## config.mk

```make
export PLATFORM = sky130hd
export DESIGN_NAME = wfifo_capture_ctrl
export DESIGN_NICKNAME = d
export VERILOG_FILES = /design/src/rtl/wfifo_cap_pkg.sv /design/src/rtl/wfifo_cap_packer.sv /design/src/rtl/wfifo_capture_ctrl.sv
export SDC_FILE = /design/constraint.sdc
export NUM_CORES = 1
export LEC_CHECK = 0
export ABC_AREA = 1
export CELL_PAD_IN_SITES_DETAIL_PLACEMENT = 0
export CELL_PAD_IN_SITES_GLOBAL_PLACEMENT = 2
export CORE_MARGIN = 2
export CORE_UTILIZATION = 35
export CTS_BUF_LIST = sky130_fd_sc_hd__clkbuf_8
export CTS_CLUSTER_DIAMETER = 200
export DETAILED_ROUTE_END_ITERATION = 6
export GPL_TIMING_DRIVEN = 0
export PLACE_DENSITY = 0.94
export SLEW_MARGIN = 25
export SYNTH_ARGS = -nofsm -noshare
export SYNTH_HDL_FRONTEND = slang
export SYNTH_SLANG_ARGS = --single-unit
export TNS_END_PERCENT = 100
```

## constraint.sdc

```tcl
create_clock -name wr_clk -period 5.65 [get_ports wr_clk]
set_input_delay 1.4125 -clock wr_clk [delete_from_list [all_inputs] [get_ports wr_clk]]
set_output_delay 1.4125 -clock wr_clk [all_outputs]
set_load 0.02 [all_outputs]
```

## src/rtl/wfifo_cap_pkg.sv

```systemverilog
// -----------------------------------------------------------------------------
// wfifo_cap_pkg
// Shared definitions for the waveform-FIFO capture controller: the FSM state
// encoding (also driven out on the controller's state port) and the trigger
// mode codes accepted on trig_mode.
// -----------------------------------------------------------------------------
package wfifo_cap_pkg;

    typedef enum logic [1:0] {
        ST_IDLE    = 2'd0,
        ST_ARMED   = 2'd1,
        ST_CAPTURE = 2'd2,
        ST_DONE    = 2'd3
    } cap_state_t;

    localparam logic [1:0] TRIG_RISING   = 2'b00;
    localparam logic [1:0] TRIG_FALLING  = 2'b01;
    localparam logic [1:0] TRIG_FORCE    = 2'b10;
    localparam logic [1:0] TRIG_EXTERNAL = 2'b11;

endpackage

```

## src/rtl/wfifo_cap_packer.sv

```systemverilog
// -----------------------------------------------------------------------------
// wfifo_cap_packer
// Packs c_PACK consecutive samples little-endian into one FIFO word.
// Ports:
//   clk, rst_n    clock and synchronous active-low reset
//   clear         discard any partially packed word
//   sample_valid  sample is to be packed this cycle
//   sample        sample value
//   word_next     buffer contents with the current sample merged in
//   word_ready    high in the cycle whose sample completes a word; word_next
//                 then holds the complete word
// -----------------------------------------------------------------------------
module wfifo_cap_packer #(
    parameter int c_SAMPLE_WIDTH = 8,
    parameter int c_PACK         = 4
) (
    input  logic                               clk,
    input  logic                               rst_n,
    input  logic                               clear,
    input  logic                               sample_valid,
    input  logic [c_SAMPLE_WIDTH-1:0]          sample,
    output logic [c_SAMPLE_WIDTH*c_PACK-1:0]   word_next,
    output logic                               word_ready
);

    localparam int IDX_WIDTH = (c_PACK > 1) ? $clog2(c_PACK) : 1;
    localparam logic [IDX_WIDTH-1:0] LAST_IDX = IDX_WIDTH'(c_PACK - 1);

    logic [c_SAMPLE_WIDTH*c_PACK-1:0] buffer;
    logic [IDX_WIDTH-1:0]             idx;

    // Slot idx receives the incoming sample, so the k-th sample of a word
    // lands in bits [k*W +: W].
    always_comb begin
        word_next = buffer;
        word_next[int'(idx)*c_SAMPLE_WIDTH +: c_SAMPLE_WIDTH] = sample;
    end

    assign word_ready = sample_valid && (idx == LAST_IDX);

    always_ff @(posedge clk) begin
        if (!rst_n) begin
            buffer <= '0;
            idx    <= '0;
        end else if (clear) begin
            buffer <= '0;
            idx    <= '0;
        end else if (sample_valid) begin
            if (word_ready) begin
                buffer <= '0;
                idx    <= '0;
            end else begin
                buffer <= word_next;
                idx    <= idx + IDX_WIDTH'(1);
            end
        end
    end

endmodule

```

## src/rtl/wfifo_capture_ctrl.sv

```systemverilog
// -----------------------------------------------------------------------------
// wfifo_capture_ctrl
// Triggered ADC capture into a write FIFO. After an arm pulse the controller
// decimates the sample stream, waits for a trigger (rising/falling level
// crossing, forced, or external edge), then packs cap_len FIFO words of
// samples and returns to idle through a one-cycle DONE state.
// Ports:
//   wr_clk, wr_rst_n            clock, synchronous active-low reset
//   arm, abort                  start / cancel pulses (abort has priority)
//   trig_mode, trig_level       trigger selection and level threshold
//   ext_trig                    external trigger input (rising edge used)
//   cap_len, decim              words per capture, keep 1 of decim+1 samples
//   adc_data, adc_valid         sample stream, no backpressure
//   wr_data, wr_en, wr_full     FIFO write port
//   state, busy, triggered,
//   done, overflow              status
// -----------------------------------------------------------------------------
module wfifo_capture_ctrl
    import wfifo_cap_pkg::*;
#(
    parameter int c_SAMPLE_WIDTH = 8,
    parameter int c_PACK         = 4,
    parameter int c_LEN_WIDTH    = 16,
    parameter int c_DEC_WIDTH    = 8
) (
    input  logic                              wr_clk,
    input  logic                              wr_rst_n,
    input  logic                              arm,
    input  logic                              abort,
    input  logic [1:0]                        trig_mode,
    input  logic [c_SAMPLE_WIDTH-1:0]         trig_level,
    input  logic                              ext_trig,
    input  logic [c_LEN_WIDTH-1:0]            cap_len,
    input  logic [c_DEC_WIDTH-1:0]            decim,
    input  logic [c_SAMPLE_WIDTH-1:0]         adc_data,
    input  logic                              adc_valid,
    output logic [c_SAMPLE_WIDTH*c_PACK-1:0]  wr_data,
    output logic                              wr_en,
    input  logic                              wr_full,
    output logic [1:0]                        state,
    output logic                              busy,
    output logic                              triggered,
    output logic                              done,
    output logic                              overflow
);

    cap_state_t                   st;
    logic [1:0]                   mode_q;
    logic [c_SAMPLE_WIDTH-1:0]    level_q;
    logic [c_SAMPLE_WIDTH-1:0]    prev_q;
    logic [c_LEN_WIDTH-1:0]       len_q;
    logic [c_LEN_WIDTH-1:0]       word_cnt;
    logic [c_DEC_WIDTH-1:0]       decim_q;
    logic [c_DEC_WIDTH-1:0]       dec_cnt;
    logic                         have_prev;
    logic                         ext_q;
    logic                         pending;

    logic                         running;
    logic                         accept;
    logic                         trig_hit;
    logic                         arm_ok;
    logic                         cap_sample;
    logic                         pack_clear;
    logic [c_SAMPLE_WIDTH*c_PACK-1:0] word_next;
    logic                         word_ready;

    assign running    = (st == ST_ARMED) || (st == ST_CAPTURE);
    assign accept     = running && adc_valid && (dec_cnt == '0);
    assign arm_ok     = (st == ST_IDLE) && arm && (cap_len != '0) && !abort;
    assign pack_clear = abort || arm_ok;

    // Level triggers need a previous accepted sample, so the first accepted
    // sample after arming can never fire them.
    always_comb begin
        trig_hit = 1'b0;
        case (mode_q)
            TRIG_RISING:   trig_hit = have_prev && (prev_q <  level_q) && (adc_data >= level_q);
            TRIG_FALLING:  trig_hit = have_prev && (prev_q >= level_q) && (adc_data <  level_q);
            TRIG_FORCE:    trig_hit = 1'b1;
            TRIG_EXTERNAL: trig_hit = pending;
            default:       trig_hit = 1'b0;
        endcase
    end

    // The triggering sample is itself captured. Once the last word is counted
    // no further samples are packed while the FSM moves on to DONE.
    assign cap_sample = !abort && accept &&
                        (((st == ST_ARMED) && trig_hit) ||
                         ((st == ST_CAPTURE) && (word_cnt != len_q)));

    wfifo_cap_packer #(
        .c_SAMPLE_WIDTH (c_SAMPLE_WIDTH),
        .c_PACK         (c_PACK)
    ) u_packer (
        .clk          (wr_clk),
        .rst_n        (wr_rst_n),
        .clear        (pack_clear),
        .sample_valid (cap_sample),
        .sample       (adc_data),
        .word_next    (word_next),
        .word_ready   (word_ready)
    );

    // Main FSM with registered status and FIFO write outputs. The full flag is
    // judged at the edge that completes a word: a full FIFO drops the word
    // (still counted) and latches overflow instead of issuing wr_en.
    always_ff @(posedge wr_clk) begin
        if (!wr_rst_n) begin
            st        <= ST_IDLE;
            mode_q    <= '0;
            level_q   <= '0;
            prev_q    <= '0;
            len_q     <= '0;
            word_cnt  <= '0;
            decim_q   <= '0;
            dec_cnt   <= '0;
            have_prev <= 1'b0;
            ext_q     <= 1'b0;
            pending   <= 1'b0;
            wr_data   <= '0;
            wr_en     <= 1'b0;
            triggered <= 1'b0;
            done      <= 1'b0;
            overflow  <= 1'b0;
        end else begin
            wr_en <= 1'b0;
            done  <= 1'b0;
            ext_q <= ext_trig;

            if (abort) begin
                st        <= ST_IDLE;
                triggered <= 1'b0;
                pending   <= 1'b0;
                have_prev <= 1'b0;
            end else begin
                case (st)
                    ST_IDLE: begin
                        if (arm_ok) begin
                            st        <= ST_ARMED;
                            mode_q    <= trig_mode;
                            level_q   <= trig_level;
                            len_q     <= cap_len;
                            decim_q   <= decim;
                            dec_cnt   <= '0;
                            word_cnt  <= '0;
                            prev_q    <= '0;
                            have_prev <= 1'b0;
                            pending   <= 1'b0;
                            overflow  <= 1'b0;
                        end
                    end
                    ST_ARMED: begin
                        if (ext_trig && !ext_q) begin
                            pending <= 1'b1;
                        end
                        if (accept) begin
                            prev_q    <= adc_data;
                            have_prev <= 1'b1;
                        end
                        if (cap_sample) begin
                            st        <= ST_CAPTURE;
                            triggered <= 1'b1;
                            pending   <= 1'b0;
                        end
                    end
                    ST_CAPTURE: begin
                        if (word_cnt == len_q) begin
                            st   <= ST_DONE;
                            done <= 1'b1;
                        end
                    end
                    ST_DONE: begin
                        st        <= ST_IDLE;
                        triggered <= 1'b0;
                    end
                    default: st <= ST_IDLE;
                endcase

                if (running && adc_valid) begin
                    dec_cnt <= (dec_cnt == decim_q) ? '0 : dec_cnt + c_DEC_WIDTH'(1);
                end

                if (word_ready) begin
                    word_cnt <= word_cnt + c_LEN_WIDTH'(1);
                    if (wr_full) begin
                        overflow <= 1'b1;
                    end else begin
                        wr_en   <= 1'b1;
                        wr_data <= word_next;
                    end
                end
            end
        end
    end

    assign state = st;
    assign busy  = running;

endmodule

```

# Word level (Yosys, flattened, before mapping)
# Index checks and enable logic that the tools add are counted.
# W data, S select, Z words.
# totals
romBits	0
mem_count	0
output_inout_bits	39
latch_bits	0
mem_bits_rw	0
reg_bits	141
# classes
shifts	2
n_reduce_logical	43
magnitude_cmp	4
div	0
mul	0
muxes	31
eq_ne	15
n_addsub	4
bitwise_logic	5
# op_table
cell	count
$mux W16	3
$mux W8	5
$neg A5 Y33	1
$shift A8 B33 Y32 const A	1
$shiftx A8 B33 Y32	1
$bwmux W32	1
$mux W32	1
$reduce_and A3 Y1	7
$add A16 B1 Y16 const B	1
$eq A16 B16 Y1	1
$ge A8 B8 Y1	2
$lt A8 B8 Y1	2
$ne A16 B16 Y1	1
$pmux W8 S2	1
$reduce_bool A16 Y1	1
$logic_and A1 B1 Y1	15
$reduce_bool A2 Y1	6
$mux W1	11
$eq A2 B2 Y1 const B	5
$add A8 B1 Y8 const B	1
$eq A8 B8 Y1	1
$logic_not A8 Y1	1
$mux W2	4
$pmux W2 S4	1
other kinds (15)	30

# Logic depth before layout (Yosys ltp)
# Gate-level depths: netlist of the first run.
# logic_depth
word_depth	10
depth_mapped	21
mapped_depth_nobuf	21

# Hierarchy
# Synthesis of the first run repeated with hierarchy kept, for this count alone.
# hier_totals
cells_unflattened	960
area_unflattened_um2	6761.5
# modules_own_cells
module	area_each_um2	instances	cells_each	seq_area_each_um2
wfifo_capture_ctrl	4988.5	1	690	2142.1
wfifo_cap_packer	1773.0	1	270	680.7

# Least setup slack after synthesis of the first run
# OpenSTA, ideal clock, no wires.
# synth_path
path_kind	in2reg
from	input port adc_data[7]
to	register wr_data[0]
cell_stages	15
arrival_time_ps	2966
setup_ps	113
n_path_buf	1
t_required_ps	5537
path_slack_ps	2571
cell_sequence	ha_1 > nand2_1 > nand2_1 > o21bai_1 > a21oi_1 > nand2_1 > nand2_1 > nand3_1 > nand2_1 > nand2_2 > nand2_4 > nand4_4 > buf_6 > nor2_1 > nor2_1
# synth_between
elab_chain_len	8
elab_cells_between_ends	12
cone_classes	order compare (2); shift (1); mux (2); reduce/logical (7)
# synth_lines
element	line	source
start: declaration	wfifo_capture_ctrl.sv:35	input logic [c_SAMPLE_WIDTH-1:0] adc_data,
$lt A8 B8 Y1 or $ge A8 B8 Y1 (tied branches)	wfifo_capture_ctrl.sv:79, wfifo_capture_ctrl.sv:78	
$logic_and A1 B1 Y1 (on tied branches)	wfifo_capture_ctrl.sv:79, wfifo_capture_ctrl.sv:78	
$pmux W1 S4	wfifo_capture_ctrl.sv:77	case (mode_q)
$logic_and A1 B1 Y1	wfifo_capture_ctrl.sv:89	(((st == ST_ARMED) && trig_hit) ||
$logic_or A1 B1 Y1	wfifo_capture_ctrl.sv:89	
$logic_and A1 B1 Y1	wfifo_capture_ctrl.sv:88	assign cap_sample = !abort && accept &&
$logic_and A1 B1 Y1	wfifo_cap_packer.sv:39	assign word_ready = sample_valid && (idx == LAST_IDX);
$reduce_and A3 Y1 (no source line)	n/a	
end signal: assignment	wfifo_capture_ctrl.sv:190	wr_data <= word_next;
end: declaration	wfifo_capture_ctrl.sv:37	output logic [c_SAMPLE_WIDTH*c_PACK-1:0] wr_data,
# Parallel ways exist; a longest one is shown, timed or not.
# A chain may end at the register's enable or synchronous reset.

# Final worst setup path of the first run
# layout_path
from	input port adc_data[7]
to	register wr_en
# layout_between
elab_chain_len	9
elab_cells_between_ends	11
cone_classes	order compare (2); mux (1); bitwise (1); reduce/logical (7)
# layout_lines
element	line	source
$lt A8 B8 Y1 or $ge A8 B8 Y1 (tied branches)	wfifo_capture_ctrl.sv:79, wfifo_capture_ctrl.sv:78	
$logic_and A1 B1 Y1 (on tied branches)	wfifo_capture_ctrl.sv:79, wfifo_capture_ctrl.sv:78	
$pmux W1 S4 (*)	wfifo_capture_ctrl.sv:77	
$logic_and A1 B1 Y1 (*)	wfifo_capture_ctrl.sv:89	
$logic_or A1 B1 Y1 (*)	wfifo_capture_ctrl.sv:89	
$logic_and A1 B1 Y1 (*)	wfifo_capture_ctrl.sv:88	
$logic_and A1 B1 Y1 (*)	wfifo_cap_packer.sv:39	
$not A1 Y1 (no source line) (*)	n/a	
$reduce_or A3 Y1 (no source line) (*)	n/a	
end signal: assignment	wfifo_capture_ctrl.sv:122	wr_en <= 1'b0;
end signal: assignment	wfifo_capture_ctrl.sv:127	wr_en <= 1'b0;
end signal: assignment	wfifo_capture_ctrl.sv:189	wr_en <= 1'b1;
end: declaration	wfifo_capture_ctrl.sv:38	output logic wr_en,
# Every way passes the cells marked *; elsewhere a longest branch is shown, timed or not.

==> results.md, run 1 <==
* Status: complete, no violations
* Worst VDD drop at 129 uV
* Final ANT Viol Nets at 0
* Dpl cell area at roughly 8400 sq um
* Avg WL per Cell at ~14 um
* Final Instance Area at roughly 8800 sq um
* Largest net degree at the start of global routing at 17
* Maximum clock insertion buffer count at 2
* Fin cells at about 1,400
* Worst EP required at around 6 ns
* Synth top area cells: dfxtp_1 (39%), nor2_1 (8.8%), nand2_1 (8.7%)
* Layout Skew at between 0.01 and 0.015 ns
* Period utilization at between 60% and 70%
* Setup violators final at 0
* I/O pin count at 88
* Max-cap check violation count at 0
* Sequential share of the synthesized area at about two fifths
* Vias per cell at ~4.7
* First-pass GRT wire length at between 30,000 and 40,000 um
* Commonest non-fill, non-tap cell in the layout: nor2_1
* Hold_ws at around 0.46 ns
* Max frequency at 266 MHz
* Htree depth at 4
* CP Cell Sequence: clkdlybuf4s50_1, ha_1, nand2_1, nand2_1, o21bai_1, a21oi_1, nand2_1, nand2_1, nand3_1, nand2_1, nand2_2, nand2_4, nand2_2, nor2_2, inv_2, nor3_1
* Yosys top cell area share at between 30% and 40%
* Starting Density at a little over a third
* Syn Nets at around 1,100
* Finished Core Util at approximately 44%
* Power, Total at ~2.1 mW
* CP max stage delay at 0.58 ns
* Power per cell area at approximately 240 nW/um^2
* Yosys Warn Count at 0
* Gpl congestion at 0.849
* Post-route setup TNS at 0 ns
* Setup ws final at 1.89 ns
* FF/Latch Area at between 2000 and 3000 sq um
* Die width at ~150 um
* Placement Setup Slack at 1.40 ns
* Worst Path Arrival at 4.11 ns
* CTS tree: yes
* Vias in the first global route at between 6,000 and 7,000
* Die ar. at roughly 22,000 sq um
* Resize count post-CTS at 0
* Crit Path Category: in -> reg
* DR iter-0 viols at approximately 440
* WL final at 20,300 um
* Overflow after GRT at 0
* DR DRC count at 0
* Syn Area/Cell at ~7.0 sq um
* Highest-delay cell along the critical path: clkdlybuf4s50_1
* Area taken by multi-input logic gates at 3470 sq um
* Critical Path Start Type: input port
* Max-slew headroom at between 40% and 50%
* Cells after Synth at 1,033
* Clock Sinks at about 140
* Worst-margin pin slew at 0.793 ns
* Root Buffer: clkbuf_8
* Core Region at roughly 20,000 sq um
* Leak pwr at 3.91 nW
* Hold buffer count at cts at 0
* Worst Hold Class: reg -> reg
* Number of cell rows at 52
* Port Buffer Count at 86
* Fillers at roughly 2,200
* Fin nets at ~1,200
* Count of cell types in the netlist at 41
* Fraction of layout cells with a size suffix above 1 at between 5 and 6%
* RSZ-0062 raised after global routing: false
* Critical path's most frequent cell: nand2_1
* Commonest cells after routing, fill and taps aside: nor2_1 (169), nand2_1 (167), inv_1 (166)
* Inst Count DP at approximately 1,400
* Routed via count at 6,718
* Die Ht at roughly 150 um
* Area delta synth->final at 22.2%
* Initial antenna violation count at 0
* Postcts setup bufs at 0
* Dpl hpwl at 15,300 um
* DRT Pass-1 Iters at 5
* Yosys top cell by area: dfxtp_1
* CTS buffer count at 17
* Worst-path fanout max at 10
* Netlist Area Pre-Place at between 7000 and 8000 sq um
* Slew Limit Fails at 0
* Clk slew on worst S/H paths at 0.08 ns
* # diodes at 0
* Final Hold Viols at 0
* Crit end category: register
* Clk_lat worst skew at 0.46 ns
* Seq cells post-synth at 141
* Tmin final at 3.76 ns
* Global-route usage over all layers at between 10% and 20%
final timing paths:
| kind | startpoint | to | slack [ns] | cells after the start |
|---|---|---|---|---|
| setup / recovery | adc_data[7] | wr_en | 1.89 | 16 |
| hold reg to reg | u_packer.buffer[7] | u_packer.buffer[7] | 0.46 | 2 |
| hold / removal | u_packer.buffer[7] | u_packer.buffer[7] | 0.46 | 2 |
| setup reg to reg | u_packer.idx[0] | u_packer.buffer[17] | 2.70 | 11 |
synthesized netlist by cell type:
cell and instances:
buf_1 1, buf_2 7, nor3_1 10, o21ai_0 73
a21boi_0 3, nor3b_1 1, nand4_1 12, nand3_4 1
nor4_1 11, a32oi_1 6, nor2_4 1, nor2_1 169
clkbuf_2 2, o21a_1 1, inv_1 165, inv_2 4
o21bai_1 1, o221ai_1 4, clkbuf_1 24, nand3_1 44
dfxtp_1 141, clkinv_1 2, buf_6 6, nand2_2 5
ha_1 28, nand2_4 1, nand2_1 167, and2_1 1
nand4_4 1, o31ai_1 8, nor4b_1 1, xnor2_1 6
xor2_1 24, nor2_2 1, buf_4 6, a21oi_1 68
a31oi_1 2, a21o_1 1, a211oi_1 1, o22ai_1 19
o21ai_1 4
area by class of cell:
class                      instances  area share, %
clock inverter                    11           1.35
sequential                       141           32.1
timing repair buffer              86           9.80
buffer                            46           2.86
tap                              270           3.85
inverter                         171           7.31
multi-input combinational        675           39.5
clock buffer                      20           3.13
layer usage:
metal | GRT usage [%] | part of all wire, % | wire [um]
met5 | 0 | 0 | 0
met4 | 5.05 | 1.3 | 264
met3 | 3.82 | 3.9 | 798
met2 | 32.2 | 48 | 9700
met1 | 25.5 | 47 | 9510
kinds of logic (layout without fill, tap and decap cells):
family / Yosys count / count (layout) / synth area share (%)
buffers and inverters: 217 / 334 / 12.4
AO/OA/AOI/OAI: 191 / 191 / 14.7
flip-flops: 141 / 141 / 39.3
adder cells (fa/ha/maj): 28 / 28 / 4.88
XOR/XNOR: 30 / 30 / 3.66
AND/OR/NAND/NOR: 426 / 426 / 25.0
worst max-delay path: cells and delay by family:
family	cells	cell delay [ns]
simple gates	11	1.25
buf+inv	2	0.73
fa+ha+maj	1	0.40
compound gates	2	0.30
flip-flops by register name, summed over array words and instances, names as in the netlist:
| signal | cells |
|---|---|
| dec_cnt | 8 |
| decim_q | 8 |
| done | 1 |
| ext_q | 1 |
| have_prev | 1 |
| len_q | 16 |
| level_q | 8 |
| mode_q | 2 |
| overflow | 1 |
| pending | 1 |
| prev_q | 8 |
| state | 2 |
| triggered | 1 |
| u_packer.buffer | 32 |
| u_packer.idx | 2 |
| word_cnt | 16 |
| wr_data | 32 |
| wr_en | 1 |
where the power goes:
part | total [mW] | internal (mW) | switching [mW]
Clock | 0.826 | 0.422 | 0.404
Sequential | 1.03 | 1.02 | 0.0162
Combinational | 0.255 | 0.0981 | 0.156
Total | 2.11 | 1.54 | 0.577
Power figures use the tool's default switching activity.
==> run 2, diff against run 1 <==
- CORE_UTILIZATION: 35 -> 32
- PLACE_DENSITY: 0.94 -> 0.87
- clock period: 5.65 -> 3.6 ns (I/O delays scaled with it)
==> run 2 against run 1 <==
  * Global-route usage fell by 0.35 points
  * Die area up 9.1%
  * Non-clock buffer count unchanged
  * Count of clock-buffer cells in the layout fell by 1
  * Critical path depth is the same
  * Via count down 0.37%
==> results.md, run 2 (same netlist as run 1, synthesis figures left out) <==
* Crit end category: register (unchanged)
* Slew Limit Fails at 0 (unchanged)
* Global-route usage over all layers at 18.9% (was 19.3%)
* Fraction of layout cells with a size suffix above 1 at 5.82% (was 5.74%)
* CTS tree: yes (unchanged)
* Avg WL per Cell at 15.1 um (was 14.3 um)
* Status: complete, no violations (unchanged)
* Htree depth at 4 (unchanged)
* Fin nets at 1,215 (unchanged)
* Routed via count at 6,693 (was 6,718)
* Die Ht at 154 um (was 147 um)
* CTS buffer count at 17 (unchanged)
* Initial antenna violation count at 0 (unchanged)
* Final Instance Area at 8830 sq um (was 8780 sq um)
* Number of cell rows at 54 (was 52)
* Root Buffer: clkbuf_8 (unchanged)
* Vias per cell at 4.68 (was 4.73)
* Hold buffer count at cts at 0 (unchanged)
* Top Layer Used: met4 (unchanged)
* DRT Pass-1 Iters at 4 (was 5)
* Commonest cells after routing, fill and taps aside: nor2_1 (169), nand2_1 (167), inv_1 (165) (was nor2_1 (169), nand2_1 (167), inv_1 (166))
* Crit Path Category: in -> reg (unchanged)
* Worst-margin pin slew at 0.964 ns (was 0.793 ns)
* WL final at 21,600 um (was 20,300 um)
* Worst VDD drop at 204 uV (was 129 uV)
* Worst-path fanout max at 10 (unchanged)
* Max frequency at about 300 MHz
* Port Buffer Count at 86 (unchanged)
* Critical Path Start Type: input port (unchanged)
* Clock Sinks at 141 (unchanged)
* Postcts setup bufs at 0 (unchanged)
* Fin cells at 1,431 (was 1,420)
* Commonest non-fill, non-tap cell in the layout: nor2_1 (unchanged)
* Tmin final at between 3 and 4 ns
* CP Cell Sequence: clkdlybuf4s50_1, ha_1, nand2_1, nand2_1, o21bai_1, a21oi_1, nand2_1, nand2_1, nand3_1, nand2_1, nand2_2, nand2_4, nand2_2, nor2_2, inv_2, nor3_1 (unchanged)
* Core Region at 22,000 sq um (was 20,200 sq um)
* Layout Skew at 0.0245 ns (was 0.0120 ns)
* Dpl hpwl at 16,100 um (was 15,300 um)
* CP max stage delay at 0.59 ns (was 0.58 ns)
* Worst Path Arrival at 3.65 ns (was 4.11 ns)
* CP top delay family: simple AND/OR/NAND/NOR gates (unchanged)
* Die ar. at 23,700 sq um (was 21,700 sq um)
* Resize count post-CTS at 0 (unchanged)
* Clk_lat worst skew at 0.46 ns (about the same)
* Die width at 154 um (was 147 um)
* Critical path's most frequent cell: nand2_1 (unchanged)
* Largest net degree at the start of global routing at 17 (unchanged)
* Highest-delay cell along the critical path: clkdlybuf4s50_1 (unchanged)
* Wl on met1 at 10,400 um (was 9510 um)
* Metal3 WL at 822 um (was 798 um)
* I/O pin count at 88 (unchanged)
* Period utilization at between 90 and 100%
* Maximum clock insertion buffer count at 2 (unchanged)
* First-pass GRT wire length at 35,300 um (was 33,000 um)
* Gpl congestion at 0.877 (was 0.849)
* Setup violators final at 0 (unchanged)
* Bufs and invs on worst path at 2 (unchanged)
* Vias in the first global route at 6,539 (was 6,376)
* Dpl cell area at 8390 sq um (was 8380 sq um)
* DR DRC count at 0 (unchanged)
* Max-slew headroom at 35.2% (was 46.7%)
* Power per cell area at 392 nW/um^2 (was 241 nW/um^2)
* Starting Density at 32.7% (was 35.6%)
* Biggest registers after layout: u_packer.buffer x32, wr_data x32 (unchanged)
* Inst Count DP at 1,399 (was 1,389)
* Worst Hold Class: reg -> reg (unchanged)
* Max-cap check violation count at 0 (unchanged)
* RSZ-0062 raised after global routing: false (unchanged)
* Final ANT Viol Nets at 0 (unchanged)
* Final Hold Viols at 0 (unchanged)
* Overflow after GRT at 0 (unchanged)
* Area delta synth->final at 23.0% (was 22.2%)
* DR iter-0 viols at 277 (was 444)
* Worst EP required at 3.93 ns (was 5.99 ns)
* Leak pwr at 3.93 nW (was 3.91 nW)
* Clk slew on worst S/H paths at 0.09 ns (was 0.08 ns)
* Met2 WL post-DR at 10,100 um (was 9700 um)
* # diodes at 0 (unchanged)
-- run 2: cell types whose count changed in the layout (fill, tap and decap cells not counted), sizes merged --
cell / delta
inv: +4
clkinvlp: -3
bufinv: +1
clkbuf: -1
-- run 2: layer usage --
| layer | up-vias | track usage (%) |
|---|---|---|
| met1 | 3053 | 25.1 |
| met3 | 20 | 3.24 |
| met2 | 121 | 31.9 |
| li1 | 3499 | - |
| met5 | - | 0 |
| met4 | 0 | 5.07 |
-- run 2: worst reg2reg max path: cells and delay by family (launching register included) --
kind	cells	cell delay, ns
simple gates	6	1.68
buf+inv	3	0.38
flops	1	0.43
fa+ha+maj	1	0.36
-- run 2: area by class of cell --
type,count,area [sq um]
fillers,2330,13100
repair buffers,86,861
clock buffers,19,262
plain buffers,46,251
multi-input cells,675,3470
flip-flops and latches,141,2820
clock inverters,13,178
well taps,280,350
inverters,171,642
-- run 2: report_power, final --
part	internal (mW)	switching (mW)	leakage (nW)
logic	0.154	0.249	2.57
registers	1.60	0.0253	1.14
clock network	0.740	0.695	0.222
total	2.49	0.969	3.93
-- run 2: final timing paths --
path	startpoint	end	slack, ns	cells past startpoint
worst max-delay path	adc_data[7]	wr_en	0.28	16
worst min-delay path	u_packer.buffer[7]	u_packer.buffer[7]	0.46	2
worst max register to register	state[0]	wr_en	0.64	10
worst min register to register	u_packer.buffer[7]	u_packer.buffer[7]	0.46	2
-- run 2: per-stage QoR --
step	power [mW]	setup WS (ns)	setup TNS [ns]	hold WS (ns)	utilization [%]
4_1_cts	3.50	0.325	0	0.458	40.2
3_3_place_gp	2.06	-0.145	-2.51	0.440	38.2
6_report	3.46	0.283	0	0.457	40.2
5_1_grt	3.62	0.119	0	0.476	40.2
3_5_place_dp	2.06	-0.153	-3.19	0.445	38.2
2_1_floorplan	1.90	1.03	0	0.429	-
